**src/rtl/if_instruction_memory_pkg.sv**
```systemverilog
// if_instruction_memory_pkg: shared MIPS widths, NOP encoding and default instruction memory depth
package if_instruction_memory_pkg;
  localparam int ARQUITECTURE_BITS = 32;
  localparam int BYTE_SIZE = 8;
  localparam int IMEM_DEPTH = 64;
  localparam logic [ARQUITECTURE_BITS-1:0] INSTRUCTION_NOP = '0;
endpackage

```
**src/rtl/if_instruction_memory_packer.sv**
```systemverilog
// if_instruction_memory_packer: packs loader bytes big-endian into words (clk, rst, en, data -> word, commit)
module if_instruction_memory_packer
  import if_instruction_memory_pkg::*;
#(
  parameter int WORD_SIZE = ARQUITECTURE_BITS,
  parameter int BYTE_W = BYTE_SIZE
) (
  input  logic                 clk,
  input  logic                 rst,
  input  logic                 en,
  input  logic [BYTE_W-1:0]    data,
  output logic [WORD_SIZE-1:0] word,
  output logic                 commit
);
  localparam int NB = WORD_SIZE / BYTE_W;
  localparam int CW = $clog2(NB);
  logic [CW-1:0] byte_cnt;
  logic [WORD_SIZE-BYTE_W-1:0] pack_reg;
  assign word = {pack_reg, data};
  assign commit = en && (byte_cnt == CW'(NB - 1));
  always_ff @(posedge clk) begin
    if (rst) begin
      byte_cnt <= '0;
      pack_reg <= '0;
    end else if (en) begin
      byte_cnt <= byte_cnt + 1'b1;
      pack_reg <= commit ? '0 : {pack_reg[WORD_SIZE-2*BYTE_W-1:0], data};
    end
  end
endmodule

```
**src/rtl/if_instruction_memory.sv**
```systemverilog
// if_instruction_memory: byte-loaded instruction memory with async word read by pc (i_clk, i_reset, i_clear, i_wr_en, i_wr_byte, i_pc -> o_instruction, o_full, o_empty, o_words_loaded)
module if_instruction_memory
  import if_instruction_memory_pkg::*;
#(
  parameter int WORD_SIZE = ARQUITECTURE_BITS,
  parameter int BYTE_W = BYTE_SIZE,
  parameter int MEM_DEPTH = IMEM_DEPTH,
  localparam int ADDR_W = $clog2(MEM_DEPTH)
) (
  input  logic                 i_clk,
  input  logic                 i_reset,
  input  logic                 i_clear,
  input  logic                 i_wr_en,
  input  logic [BYTE_W-1:0]    i_wr_byte,
  input  logic [WORD_SIZE-1:0] i_pc,
  output logic [WORD_SIZE-1:0] o_instruction,
  output logic                 o_full,
  output logic                 o_empty,
  output logic [ADDR_W:0]      o_words_loaded
);
  logic rst, en, commit, valid, pc_unused;
  logic [WORD_SIZE-1:0] word;
  logic [WORD_SIZE-1:0] mem [MEM_DEPTH];
  logic [ADDR_W:0] wr_ptr;
  logic [ADDR_W-1:0] idx;
  assign rst = i_reset || i_clear;
  assign en = i_wr_en && !o_full && !rst;
  assign o_full = wr_ptr == (ADDR_W+1)'(MEM_DEPTH);
  assign o_empty = wr_ptr == '0;
  assign o_words_loaded = wr_ptr;
  assign idx = i_pc[ADDR_W+1:2];
  assign pc_unused = ^i_pc[1:0];
  assign valid = (i_pc[WORD_SIZE-1:ADDR_W+2] == '0) && ({1'b0, idx} < wr_ptr);
  assign o_instruction = valid ? mem[idx] : INSTRUCTION_NOP;
  if_instruction_memory_packer #(.WORD_SIZE(WORD_SIZE), .BYTE_W(BYTE_W)) u_packer (
    .clk(i_clk),
    .rst(rst),
    .en(en),
    .data(i_wr_byte),
    .word(word),
    .commit(commit)
  );
  always_ff @(posedge i_clk) begin
    if (rst) wr_ptr <= '0;
    else if (commit) wr_ptr <= wr_ptr + 1'b1;
  end
  always_ff @(posedge i_clk) begin
    if (commit) mem[wr_ptr[ADDR_W-1:0]] <= word;
  end
endmodule

```
**config.mk**
```make
export PLATFORM = sky130hd
export DESIGN_NAME = if_instruction_memory
export DESIGN_NICKNAME = d
export VERILOG_FILES = /design/src/rtl/if_instruction_memory_pkg.sv /design/src/rtl/if_instruction_memory_packer.sv /design/src/rtl/if_instruction_memory.sv
export SDC_FILE = /design/constraint.sdc
export NUM_CORES = 2
export LEC_CHECK = 0
export CAP_MARGIN = 20
export CORE_MARGIN = 10
export CORE_UTILIZATION = 60
export CTS_CLUSTER_SIZE = 24
export DETAILED_ROUTE_END_ITERATION = 12
export PLACE_DENSITY = 0.77
export SLEW_MARGIN = 20
export SYNTH_ARGS = -nofsm -noshare
export SYNTH_HDL_FRONTEND = slang
export SYNTH_HIERARCHICAL = 1
export SYNTH_SLANG_ARGS = --single-unit
```
**constraint.sdc**
```tcl
create_clock -name i_clk -period 16.72 [get_ports i_clk]
set_clock_uncertainty 0.1 [all_clocks]
set_input_delay 3.344 -clock i_clk [delete_from_list [all_inputs] [get_ports i_clk]]
set_output_delay 3.344 -clock i_clk [all_outputs]
set_load 0.005 [all_outputs]
```
=== Yosys cells after proc, flatten, opt, wreduce, memory -nomap -nowiden ===
Memories as Yosys holds them, arrays and structs flattened.
Index checks and enable logic that the tools add are counted.

* Add/sub/neg operators: 2
* $lt $le $gt $ge: 1
* Equal/unequal tests: 2
* Multiplexer cells: 4
* Reduce and logical (&&, ||, !) cells: 9

{| class="wikitable"
|+ Operators by type and width
! operator !! count
|-
| $mux 32 || 1
|-
| $logic_not 24->1 || 1
|-
| $mux 24 || 1
|-
| $add 7x1->7 const B || 1
|-
| $eq 7x7->1 const B || 1
|-
| $logic_not 7->1 || 1
|-
| $lt 6x7->1 || 1
|-
| $logic_and 1x1->1 || 4
|-
| $add 2x1->2 const B || 1
|-
| $eq 2x2->1 const B || 1
|-
| $logic_not 1->1 || 2
|-
| $mux 1 || 2
|-
| $logic_or 1x1->1 || 1
|}

* Bits in registers: 33
* RAM bits: 2048
* Bits of input ports: 44
* Output and inout bits: 41
* Word-level logic and storage cells: 22
* Memories kept: 1

{| class="wikitable"
|+ Memory list
! name !! words !! width !! rd ports !! clocked after Yosys merged registers in !! wr ports !! line !! RTL
|-
| mem || 64 || 32 || 1 || 0 || 1 || if_instruction_memory.sv:23 || <nowiki>logic [WORD_SIZE-1:0] mem [MEM_DEPTH];</nowiki>
|}

=== Longest topological paths before layout ===
* Depth in word-level cells: 7
* Mapped depth: 13
* Mapped depth without buffers: 10

=== By module ===
The synthesis kept the hierarchy.

{| class="wikitable"
|+ By module, submodules not included
! module !! times used !! cells an instance !! area each (um2) !! seq. area each (um2)
|-
| if_instruction_memory || 1 || 3509 || 79998.0 || 61639.1
|-
| if_instruction_memory_packer || 1 || 125 || 1297.5 || 520.5
|}

=== Worst setup path before layout ===
Ideal clock, no wire load.

* Path type: in2reg
* From: input i_clear
* To: memory mem[40][0] (netlist bit) (enable)
* Setup time: 501 ps
* Data arrival time: 8145 ps
* Required time: 16119 ps
* Setup slack: 7973 ps
* Cell stages on the path: 9
* Path buffers: 4
* Cell sequence: or2_2 clkbuf_1 nor3b_1 buf_2 clkbuf_1 and2_1 buf_1 nand3_1 nor4_1

* Longest elaborated chain between the ends: 6

{| class="wikitable"
|+ RTL lines
! element !! line !! RTL
|-
| from (decl) || if_instruction_memory.sv:12 || <nowiki>input logic i_clear,</nowiki>
|-
| $logic_or 1x1->1 || if_instruction_memory.sv:26 || <nowiki>assign rst = i_reset || i_clear;</nowiki>
|-
| named net rst || if_instruction_memory.sv:21 || <nowiki>logic rst, en, commit, valid, pc_unused;</nowiki>
|-
| $logic_not 1->1 || if_instruction_memory.sv:27 || <nowiki>assign en = i_wr_en && !o_full && !rst;</nowiki>
|-
| $logic_and 1x1->1 || if_instruction_memory.sv:27 ||
|-
| named net en || if_instruction_memory.sv:21 ||
|-
| $logic_and 1x1->1 || if_instruction_memory_packer.sv:20 || <nowiki>assign commit = en && (byte_cnt == CW'(NB - 1));</nowiki>
|-
| named net commit || if_instruction_memory.sv:21 ||
|-
| $mux 1 || if_instruction_memory.sv:48 || <nowiki>if (commit) mem[wr_ptr[ADDR_W-1:0]] <= word;</nowiki>
|-
| $mux 1 (implied by the code) || if_instruction_memory.sv:48 ||
|-
| to (decl) || if_instruction_memory.sv:23 ||
|}

The timed path passes the listed nets, and every way through them passes these cells.

=== Final worst setup path ===
* From: input i_pc[2]
* To: output o_instruction[23]

* Longest elaborated chain between the ends: 3
* Elaborated cells on any way between the ends: 4
* Classes of those cells: order compare (1); mux (1); reduce/logical (1); memory (1)

{| class="wikitable"
|+ RTL lines
! element !! line !! RTL
|-
| from (decl) || if_instruction_memory.sv:15 || <nowiki>input logic [WORD_SIZE-1:0] i_pc,</nowiki>
|-
| branches (longest 2 deep; another with $mem_v2 64x32) || - ||
|-
| $mux 32 (*) || if_instruction_memory.sv:34 || <nowiki>assign o_instruction = valid ? mem[idx] : INSTRUCTION_NOP;</nowiki>
|-
| to (decl) || if_instruction_memory.sv:16 || <nowiki>output logic [WORD_SIZE-1:0] o_instruction,</nowiki>
|}

Mark *: on every way between the ends.

==> impl_metrics.json <==
{
  "ys_seq_area_frac": 0.7646,
  "drcViolationCount": 0,
  "ctsHoldBuffers": 0,
  "largest_reg_flops": 2048,
  "ioPinCount": 85,
  "cts_sinks": 2081,
  "final_antenna_net_count": 0,
  "min_path_type": "register to register",
  "cp_max_fo": 100,
  "setup_violations": 0,
  "yosys.cell_types.count": 74,
  "vdd_drop_max_uv": 116.0,
  "finalHoldViolCount": 0,
  "tightest_slew_ns": 1.199,
  "synth_edf_count": 2048,
  "area_growth_pct": 10.80,
  "die_w_um": 388.1,
  "initial_core_util": 0.6024,
  "gp_congestion": 0.7842,
  "ys_async_sr_fraction": 0,
  "grt_overflow_total": 0,
  "antenna_found_initial": 4,
  "status": "completed",
  "cellPowerDensity_nw_per_um2": 115.3,
  "detail_route.first_pass.iterations": 7,
  "track_usage": 0.2771,
  "syn_nets": 3686,
  "avgSynthCellArea_sq_um": 22.37,
  "rsz0062_at_grt": "no",
  "die-area_sq_um": 150600,
  "crit_path_start_kind": "input port",
  "wire_per_inst_um": 36.49,
  "vias": 40531,
  "first_global_vias": 40853,
  "final_nets": 3860,
  "tritoncts": "yes",
  "fill_cells": 7964,
  "ctsResizeCount": 0,
  "path_class": "input port to output port",
  "fin_setup_tns_ns": 0,
  "port_buffers": 82,
  "critPathRequiredTime_ns": 13.28,
  "hpwl_um": 104400,
  "synth_cells": 3634,
  "finalMaxSlewViolations": 0,
  "finalWirelength_um": 209600,
  "path_clk_slew_ns": 0.06,
  "max_cap_viol_count": 0,
  "root_buffer": "clkbuf_16",
  "cts_setup_buffers": 0,
  "grt_max_degree": 120,
  "coreArea_sq_um": 135000,
  "cts-htree-levels": 4,
  "clock_path_buffers": 3,
  "synth_area_sq_um": 81300,
  "ys_warn_count": 6,
  "yosys_register_bits": 2081,
  "max_freq_mhz": 86.81,
  "clock_latency_ns": 0.84,
  "end_kind": "output port",
  "synth_ff_type": "edfxtp_1",
  "arrival_ns": 8.08,
  "die_height_um": 388.1,
  "grt_pass1_wl_um": 297900,
  "rows": 135,
  "period_share": 0.6890,
  "fin_crit_ns": 11.52,
  "p_leak_nw": 29.23,
  "drive_gt1_frac": 0.2389,
  "drt_iter0_markers": 6560,
  "final_core_util": 0.6674,
  "vias_per_cell": 7.056,
  "numCtsBuffers": 194,
  "slew_headroom": 0.2006
}
cells in the mapped netlist, types with 4 or more instances:
library cell  number  area, sq um
buf_1              6        22.52
clkbuf_8          17        234.0
o2111ai_1          6        52.55
o32ai_2           18        292.8
a221oi_1          32        280.3
buf_6             18        202.7
a2111oi_0          5        43.79
edfxtp_1        2048        61500
o22ai_1           16        100.1
nor2b_1           13        81.33
or2_2              5        31.28
xnor2_1            5        43.79
o211ai_1          15        112.6
a22o_1             5        43.79
inv_1             33        123.9
nor3_1            28        140.1
a211oi_1          11        82.58
nand2_1          105        394.1
clkbuf_1          44        165.2
nand3_1           31        155.2
o21ai_0           34        170.2
buf_12            31        620.6
nand4_1            5        31.28
mux2i_1           99        991.0
a22oi_1           94        705.7
ha_1               8        100.1
o32ai_1            4        35.03
nor2_1           107        401.6
dfxtp_1           33        660.6
nor4_2             6        75.07
buf_4             25        187.7
mux4_2           412         9279
buf_8             13        195.2
and3_1            15        93.84
mux4_1            88         2312
nand2b_1          12        75.07
buf_2             57        285.3
nor4_1            12        75.07
a311oi_1           4        35.03
a21oi_1           47        235.2
and2_1             8        50.05
a221oi_2           4        60.06
nor3b_1            4        30.03
where the power goes:
| part | switching [mW] | total (mW) | internal, mW | leakage, nW |
|---|---|---|---|---|
| Combinational | 0.230 | 0.379 | 0.149 | 6.35 |
| Clock | 1.87 | 4.34 | 2.46 | 3.04 |
| Sequential | 0.00581 | 5.67 | 5.66 | 19.8 |
per-stage QoR:
step                cells  power (mW)  worst slack, ns  area, sq um  hold WS (ns)
finish               5744       10.38            5.200        90070        0.4544
global route         5740       10.63            4.950        90060        0.4778
CTS                  5739       10.41            5.328        89980        0.4546
detailed placement   5392       6.156            5.374        83790        0.4204
global placement     5392       6.150            5.344        83790        0.3790
floorplan            3634       6.058            7.973        81300        0.3646
final timing paths:
| path | startpoint | end | slack [ns] | cells after the start |
|---|---|---|---|---|
| max | i_pc[2] | o_instruction[23] | 5.20 | 9 |
| min | u_packer/byte_cnt[1]$_SDFFE_PP0P_ | u_packer/byte_cnt[1]$_SDFFE_PP0P_ | 0.45 | 2 |
| max reg2reg | o_words_loaded[4]$_SDFFE_PN0P_ | mem[55][30]$_DFFE_PP_ | 10.79 | 10 |
| min reg2reg | u_packer/byte_cnt[1]$_SDFFE_PP0P_ | u_packer/byte_cnt[1]$_SDFFE_PP0P_ | 0.45 | 2 |
worst max-delay path, cell delays in order:
cell             delay [ns]
buf_8                  0.55
buf_12                 0.52
buf_12                 0.66
mux4_1                 0.38
mux2i_1                0.08
a32oi_1                0.26
o21ai_0                0.32
a2111oi_2              0.91
clkdlybuf4s50_1        0.66
metal layers:
metal	vias up	part of all wire	GRT usage
met3	489	0.13	0.06891
met2	3142	0.47	0.4237
li1	15815	-	-
met5	-	0.000062	0
met1	21083	0.35	0.3819
met4	2	0.048	0.1243
kinds of logic after synthesis:
kind of cell	after synthesis	synth area share
AO/OA/AOI/OAI	330	0.03204
AND/OR/NAND/NOR	361	0.02113
flip-flops	2081	0.7646
adder cells (fa/ha/maj)	8	0.001231
buffers and inverters	250	0.02567
XOR/XNOR	5	0.0005387
multiplexers	599	0.1548
placed cells by master (no fill, tap or decap), drive strengths merged, types with 31 or more instances in the layout:
| cell type | instances |
|---|---|
| a21oi | 47 |
| mux2i | 99 |
| clkinv | 85 |
| o21ai | 37 |
| clkbuf | 238 |
| a22oi | 94 |
| nor2 | 107 |
| dfxtp | 33 |
| edfxtp | 2048 |
| mux4 | 500 |
| a221oi | 36 |
| nand3 | 31 |
| clkdlybuf4s50 | 68 |
| inv | 39 |
| nand2 | 105 |
| buf | 125 |
cell type report:
cell class	instances	area [sq um]	share of cell area
sequential	2081	62250	0.6911
inverter	34	130.1	0.001445
tap	1781	2228	0.02474
antenna	4	10.01	0.0001111
timing repair buffer	194	1702	0.01889
clock inverter	110	1067	0.01185
multi-input combinational	1303	17570	0.1950
clock buffer	237	5120	0.05684
Note: power is estimated with default switching activity, not from simulation.
